File: config.mk
export PLATFORM = sky130hd
export DESIGN_NAME = booth_mac_acc
export DESIGN_NICKNAME = d
export VERILOG_FILES = /design/src/rtl/booth_mac_acc.sv
export SDC_FILE = /design/constraint.sdc
export NUM_CORES = 1
export LEC_CHECK = 0
export CAP_MARGIN = 20
export CORE_MARGIN = 1.5
export CORE_UTILIZATION = 66
export DETAILED_ROUTE_END_ITERATION = 10
export DONT_BUFFER_PORTS = 1
export PLACE_DENSITY = 0.85
export SETUP_SLACK_MARGIN = 0.05
export SYNTH_ARGS = -nofsm -noshare
export SYNTH_HDL_FRONTEND = slang
export SYNTH_HIERARCHICAL = 1
export SYNTH_SLANG_ARGS = --single-unit
File: constraint.sdc
create_clock -name clk -period 7.4 [get_ports clk]
set_clock_uncertainty 0.15 [all_clocks]
set_input_delay 0.74 -clock clk [delete_from_list [all_inputs] [get_ports clk]]
set_output_delay 0.74 -clock clk [all_outputs]
set_load 0.01 [all_outputs]
File: src/rtl/booth_mac_acc.sv
// booth_mac_acc: radix-4 Booth 8x8 signed multiply-accumulate with valid/ready input and result ports.
// Define BOOTH_MAC_SAT_EN to clamp the accumulator on signed overflow; otherwise it wraps.

module R4Mult8by8 (
  input  logic signed [7:0]  a,
  input  logic signed [7:0]  b,
  output logic signed [15:0] product
);
  logic [8:0]  w_b_ext;
  logic [15:0] w_a_ext;
  logic [15:0] w_pp;
  logic [15:0] w_sum;
  logic [2:0]  w_trip;

  assign w_b_ext = {b, 1'b0};
  assign w_a_ext = {{8{a[7]}}, a};

  // Each overlapping bit triplet of b selects one of {0, +-a, +-2a} at weight 4^i.
  always_comb begin
    w_sum  = '0;
    w_pp   = '0;
    w_trip = '0;
    for (int i = 0; i < 4; i++) begin
      w_trip = 3'(w_b_ext >> (2 * i));
      case (w_trip)
        3'b001, 3'b010: w_pp = w_a_ext;
        3'b011:         w_pp = w_a_ext << 1;
        3'b100:         w_pp = -(w_a_ext << 1);
        3'b101, 3'b110: w_pp = -w_a_ext;
        default:        w_pp = '0;
      endcase
      w_sum = w_sum + (w_pp << (2 * i));
    end
  end

  assign product = w_sum;
endmodule

module booth_mac_acc #(
  parameter int ACC_W = 24,
  parameter int CNT_W = 8
) (
  input  logic             clk,
  input  logic             reset,
  input  logic             in_valid,
  output logic             in_ready,
  input  logic [7:0]       in_a,
  input  logic [7:0]       in_b,
  input  logic             in_last,
  output logic             out_valid,
  input  logic             out_ready,
  output logic [ACC_W-1:0] out_sum,
  output logic [CNT_W-1:0] out_count,
  output logic             out_ovf
);
  typedef enum logic [1:0] {
    ST_ACC   = 2'd0,
    ST_FLUSH = 2'd1,
    ST_HOLD  = 2'd2
  } state_t;

  state_t           r_state;
  logic [7:0]       r_s1_a;
  logic [7:0]       r_s1_b;
  logic             r_s1_last;
  logic             r_s1_valid;
  logic [ACC_W-1:0] r_acc;
  logic [CNT_W-1:0] r_cnt;
  logic             r_ovf;
  logic [ACC_W-1:0] r_out_sum;
  logic [CNT_W-1:0] r_out_count;
  logic             r_out_ovf;

  logic             w_accept;
  logic             w_clear;
  logic [15:0]      w_prod;
  logic [ACC_W-1:0] w_prod_ext;
  logic [ACC_W-1:0] w_raw_sum;
  logic [ACC_W-1:0] w_acc_next;
  logic             w_add_ovf;
  logic [CNT_W-1:0] w_cnt_next;

  assign in_ready  = (r_state == ST_ACC);
  assign out_valid = (r_state == ST_HOLD);
  assign out_sum   = r_out_sum;
  assign out_count = r_out_count;
  assign out_ovf   = r_out_ovf;

  assign w_accept = in_valid && in_ready;
  assign w_clear  = (r_state == ST_HOLD) && out_ready;

  R4Mult8by8 u_mult (
    .a       (r_s1_a),
    .b       (r_s1_b),
    .product (w_prod)
  );

  assign w_prod_ext = {{(ACC_W-16){w_prod[15]}}, w_prod};
  assign w_raw_sum  = r_acc + w_prod_ext;
  assign w_add_ovf  = (r_acc[ACC_W-1] == w_prod_ext[ACC_W-1]) &&
                      (w_raw_sum[ACC_W-1] != r_acc[ACC_W-1]);

`ifdef BOOTH_MAC_SAT_EN
  localparam logic [ACC_W-1:0] SAT_MAX = {1'b0, {(ACC_W-1){1'b1}}};
  localparam logic [ACC_W-1:0] SAT_MIN = {1'b1, {(ACC_W-1){1'b0}}};
  // Overflow direction follows the shared operand sign.
  assign w_acc_next = !w_add_ovf ? w_raw_sum :
                      (w_prod_ext[ACC_W-1] ? SAT_MIN : SAT_MAX);
`else
  assign w_acc_next = w_raw_sum;
`endif

  assign w_cnt_next = (&r_cnt) ? r_cnt : r_cnt + 1'b1;

  always_ff @(posedge clk or posedge reset) begin
    if (reset) begin
      r_s1_a     <= '0;
      r_s1_b     <= '0;
      r_s1_last  <= 1'b0;
      r_s1_valid <= 1'b0;
    end else begin
      r_s1_valid <= w_accept;
      if (w_accept) begin
        r_s1_a    <= in_a;
        r_s1_b    <= in_b;
        r_s1_last <= in_last;
      end
    end
  end

  always_ff @(posedge clk or posedge reset) begin
    if (reset) begin
      r_acc <= '0;
      r_cnt <= '0;
      r_ovf <= 1'b0;
    end else if (w_clear) begin
      r_acc <= '0;
      r_cnt <= '0;
      r_ovf <= 1'b0;
    end else if (r_s1_valid) begin
      r_acc <= w_acc_next;
      r_cnt <= w_cnt_next;
      r_ovf <= r_ovf | w_add_ovf;
    end
  end

  always_ff @(posedge clk or posedge reset) begin
    if (reset) begin
      r_state     <= ST_ACC;
      r_out_sum   <= '0;
      r_out_count <= '0;
      r_out_ovf   <= 1'b0;
    end else begin
      case (r_state)
        ST_ACC:   if (w_accept && in_last) r_state <= ST_FLUSH;
        ST_FLUSH: r_state <= ST_HOLD;
        ST_HOLD:  if (out_ready) r_state <= ST_ACC;
        default:  r_state <= ST_ACC;
      endcase
      // The final add lands on the FLUSH->HOLD edge; capture its result directly.
      if (r_s1_valid && r_s1_last) begin
        r_out_sum   <= w_acc_next;
        r_out_count <= w_cnt_next;
        r_out_ovf   <= r_ovf | w_add_ovf;
      end
    end
  end
endmodule

==> run_results.csv <==
group,metric,value,unit
timing,relSlewSlack,0.329,
setup_path,worstReg2RegStart,"r_s1_a[0]$_DFFE_PP0P_",
placed_design,pre_cts_ws,381,ps
synth,ys_top_cells_by_area,"dfrtp_1, ha_1, fa_1",
synth,syn-mean-instance-area,8.66,um2
drt,drtIter0Drc,667,
clock_tree,ctsHoldBuffers,0,
placed_design,io_buffers,0,
synth,syn_area,7450,um2
cells_and_area,n_fill_cell,827,
placed_design,place.gp.congestion,0.911,
placed_design,place_area,7690,um2
synth,synth_seq_cells,86,
clock_tree,cts_sinks,86,
cells_and_area,antenna_cells,0,
setup_path,worst_r2r_path_depth,25,
timing,finalCriticalPeriod,6850,ps
setup_path,critical_path.startpoint_type,"flop",
setup_path,crit_arrival,6970,ps
global_routing,grt_pass1_vias,6456,
clock_tree,cts_made_buffers,9,
synth,netlist_instances,860,
synth,ys_seq_area_frac,0.289,
floorplanning,die_h,109,um
clock_tree,cts-root-buf,"clkbuf_16",
setup_path,worstSetupPathType,"reg2reg",
setup_path,crit_fanout,13,
synth,synthesis.nets,945,
worst_hold_path,min_path_type,"in2async",
floorplanning,dieArea,11900,um2
global_routing,grt-ovfl-total,0,
synth,yosysWarningCount,6,
synth,yosys.cell_types.count,77,
drt,vias,6628,
setup_path,end_kind,"flop",
synth,synth_flop_cell,"dfrtp_1",
global_routing,grt_max_degree,75,
timing,timing.final.ws_setup,551,ps
floorplanning,die_w,109,um
clock_tree,insertion_delay,350,ps
clock_tree,cts_buffer_depth,2,
synth,yosysTopAreaCellShare,0.289,
floorplanning,io-pin-count,56,
run,maxCapViolCount,0,
timing,rsz0062_at_grt,"no",
drt,first_pass_iters,7,
timing,maxSlewViolCount,0,
cells_and_area,fin_util,0.729,
global_routing,grt_pass1_wl,32.6,mm
cells_and_area,drive_gt1_frac,0.129,
floorplanning,core.rowCount,38,
timing,fmax,0.146,GHz
synth,yosysMostFrequentCell,"dfrtp_1",
timing,finalSetupTns,0,ps
clock_tree,cts_tree,"yes",
drt,wl,20.6,mm
synth,yosys.area.top_type,"dfrtp_1",
drt,detail-route-antenna-nets,0,
drt,via_per_inst,6.62,
timing,finalCritPeriodShare,0.926,
synth,synth_edf_count,0,
cells_and_area,design_area,7970,um2
drt,drc,0,
timing,setup-violations-final,0,
global_routing,grt_util_all_layers,0.360,
floorplanning,start_util,0.681,
run_status,status,"complete, no violations",
drt,detail_route.wl_per_cell,20.6,um
setup_path,crit_start,"r_s1_a[0]$_DFFE_PP0P_",
setup_path,reg2reg_slack,550,ps
synth,async_reset_ff_frac,1.00,
clock_tree,clk_pin_slew,70,ps
placed_design,dp_hpwl,14.9,mm
setup_path,critPathRequiredTime,7530,ps
floorplanning,core,10900,um2
global_routing,antenna_found_initial,0,
cells_and_area,nets,942,
setup_path,rr_endpoint,"r_acc[23]$_DFFE_PP0P_",
timing,tightest_slew,1010,ps
cells_and_area,syn_to_final_growth,7.01,%
synth,synth_commonest_cells,"dfrtp_1, nand2_1, nor2_1",
clock_tree,h-tree-depth,3,
timing,finalHoldViolCount,0,
-- cells in the final DEF (no fill, tap or decap), types with 4 or more instances in the layout --
master and n:
mux2i_1 29, mux2_2 36, nor2_1 70, nor2b_1 10, a31oi_1 11, inv_1 36
o21ai_0 67, nand2_1 85, clkbuf_16 9, ha_1 42, a22oi_1 4, fa_1 22
a21oi_1 63, a211oi_1 6, or2_2 6, nor4_1 4, and2_1 7, buf_4 36
a221oi_1 5, xnor2_1 38, nand2b_1 14, o21ai_1 11, nand3_1 24, o22ai_1 5
xor2_1 18, o211ai_1 6, nand3b_1 4, or3_1 7, a21o_1 13, dfrtp_1 86
o21bai_1 9, nor3_1 8
-- critical path, stage by stage, from the launching register on --
cell and delay (ps):
dfrtp_1 370, inv_1 130, ha_1 290, or3b_4 520, or2_4 310, xnor2_2 210, mux2_2 210, o21ai_0 130
fa_1 560, inv_1 50, fa_1 530, inv_1 40, ha_1 340, a21oi_1 250, nor2b_1 110, o21ai_1 210
nor2b_1 190, xnor2_1 140, ha_1 330, and4_1 260, a221o_1 420, o211ai_4 220, a21boi_1 130, nand4b_1 220
a31oi_1 230, mux2i_1 200
-- registers in the layout (all words and copies together), names as in the netlist --
| register | cells |
|---|---|
| r_state | 2 |
| out_ovf | 1 |
| r_ovf | 1 |
| r_cnt | 8 |
| r_acc | 24 |
| r_s1_b | 8 |
| r_s1_a | 8 |
| out_count | 8 |
| r_s1_valid | 1 |
| out_sum | 24 |
| r_s1_last | 1 |
-- timing repair --
action,in CTS,in global routing
buffers inserted,0,0
gates resized for setup,0,3
endpoints found under the setup margin,0,13
-- per-stage QoR --
| step | hold slack, ps | instances |
|---|---|---|
| after detailed placement | 314 | 986 |
| final | 24.3 | 1001 |
| after floorplan | 290 | 860 |
| after CTS | 28.4 | 1001 |
| after global placement | 310 | 986 |
| after global routing | 43.6 | 1001 |
-- layer usage --
layer / vias to the layer above / track usage / share of wire
met5: - / 0 / 0
met4: 0 / 0.172 / 0.047
met3: 79 / 0.0628 / 0.064
met2: 321 / 0.644 / 0.50
met1: 3190 / 0.416 / 0.39
li1: 3038 / - / -
-- worst max-delay path by stage --
stage                                  to  cells after the start
floorplan               r_ovf$_DFFE_PP0P_                     27
global placement        r_ovf$_DFFE_PP0P_                     25
detailed placement      r_ovf$_DFFE_PP0P_                     25
CTS                 r_acc[21]$_DFFE_PP0P_                     27
global route        r_acc[23]$_DFFE_PP0P_                     25
finish              r_acc[23]$_DFFE_PP0P_                     25
-- cell families after synthesis --
family          share of synthesized area
simple gates                        0.162
xor+xnor                           0.0722
fa+ha+maj                           0.130
buf+inv                            0.0484
compound gates                      0.203
flops                               0.289
mux                                0.0964
-- cell type report --
class | instances | area [um2] | share of cell area
Timing Repair Buffer | 36 | 270 | 0.0339
Inverter | 41 | 155 | 0.0195
Clock inverter | 6 | 47.5 | 0.00597
Sequential cell | 86 | 2150 | 0.270
Clock buffer | 9 | 225 | 0.0283
Tap cell | 140 | 175 | 0.0220
Multi-Input combinational cell | 683 | 4940 | 0.620
Power is left out: the tool's default activity adds up to more than one toggle a clock period on the data nets, which glitch-free logic cannot reach.
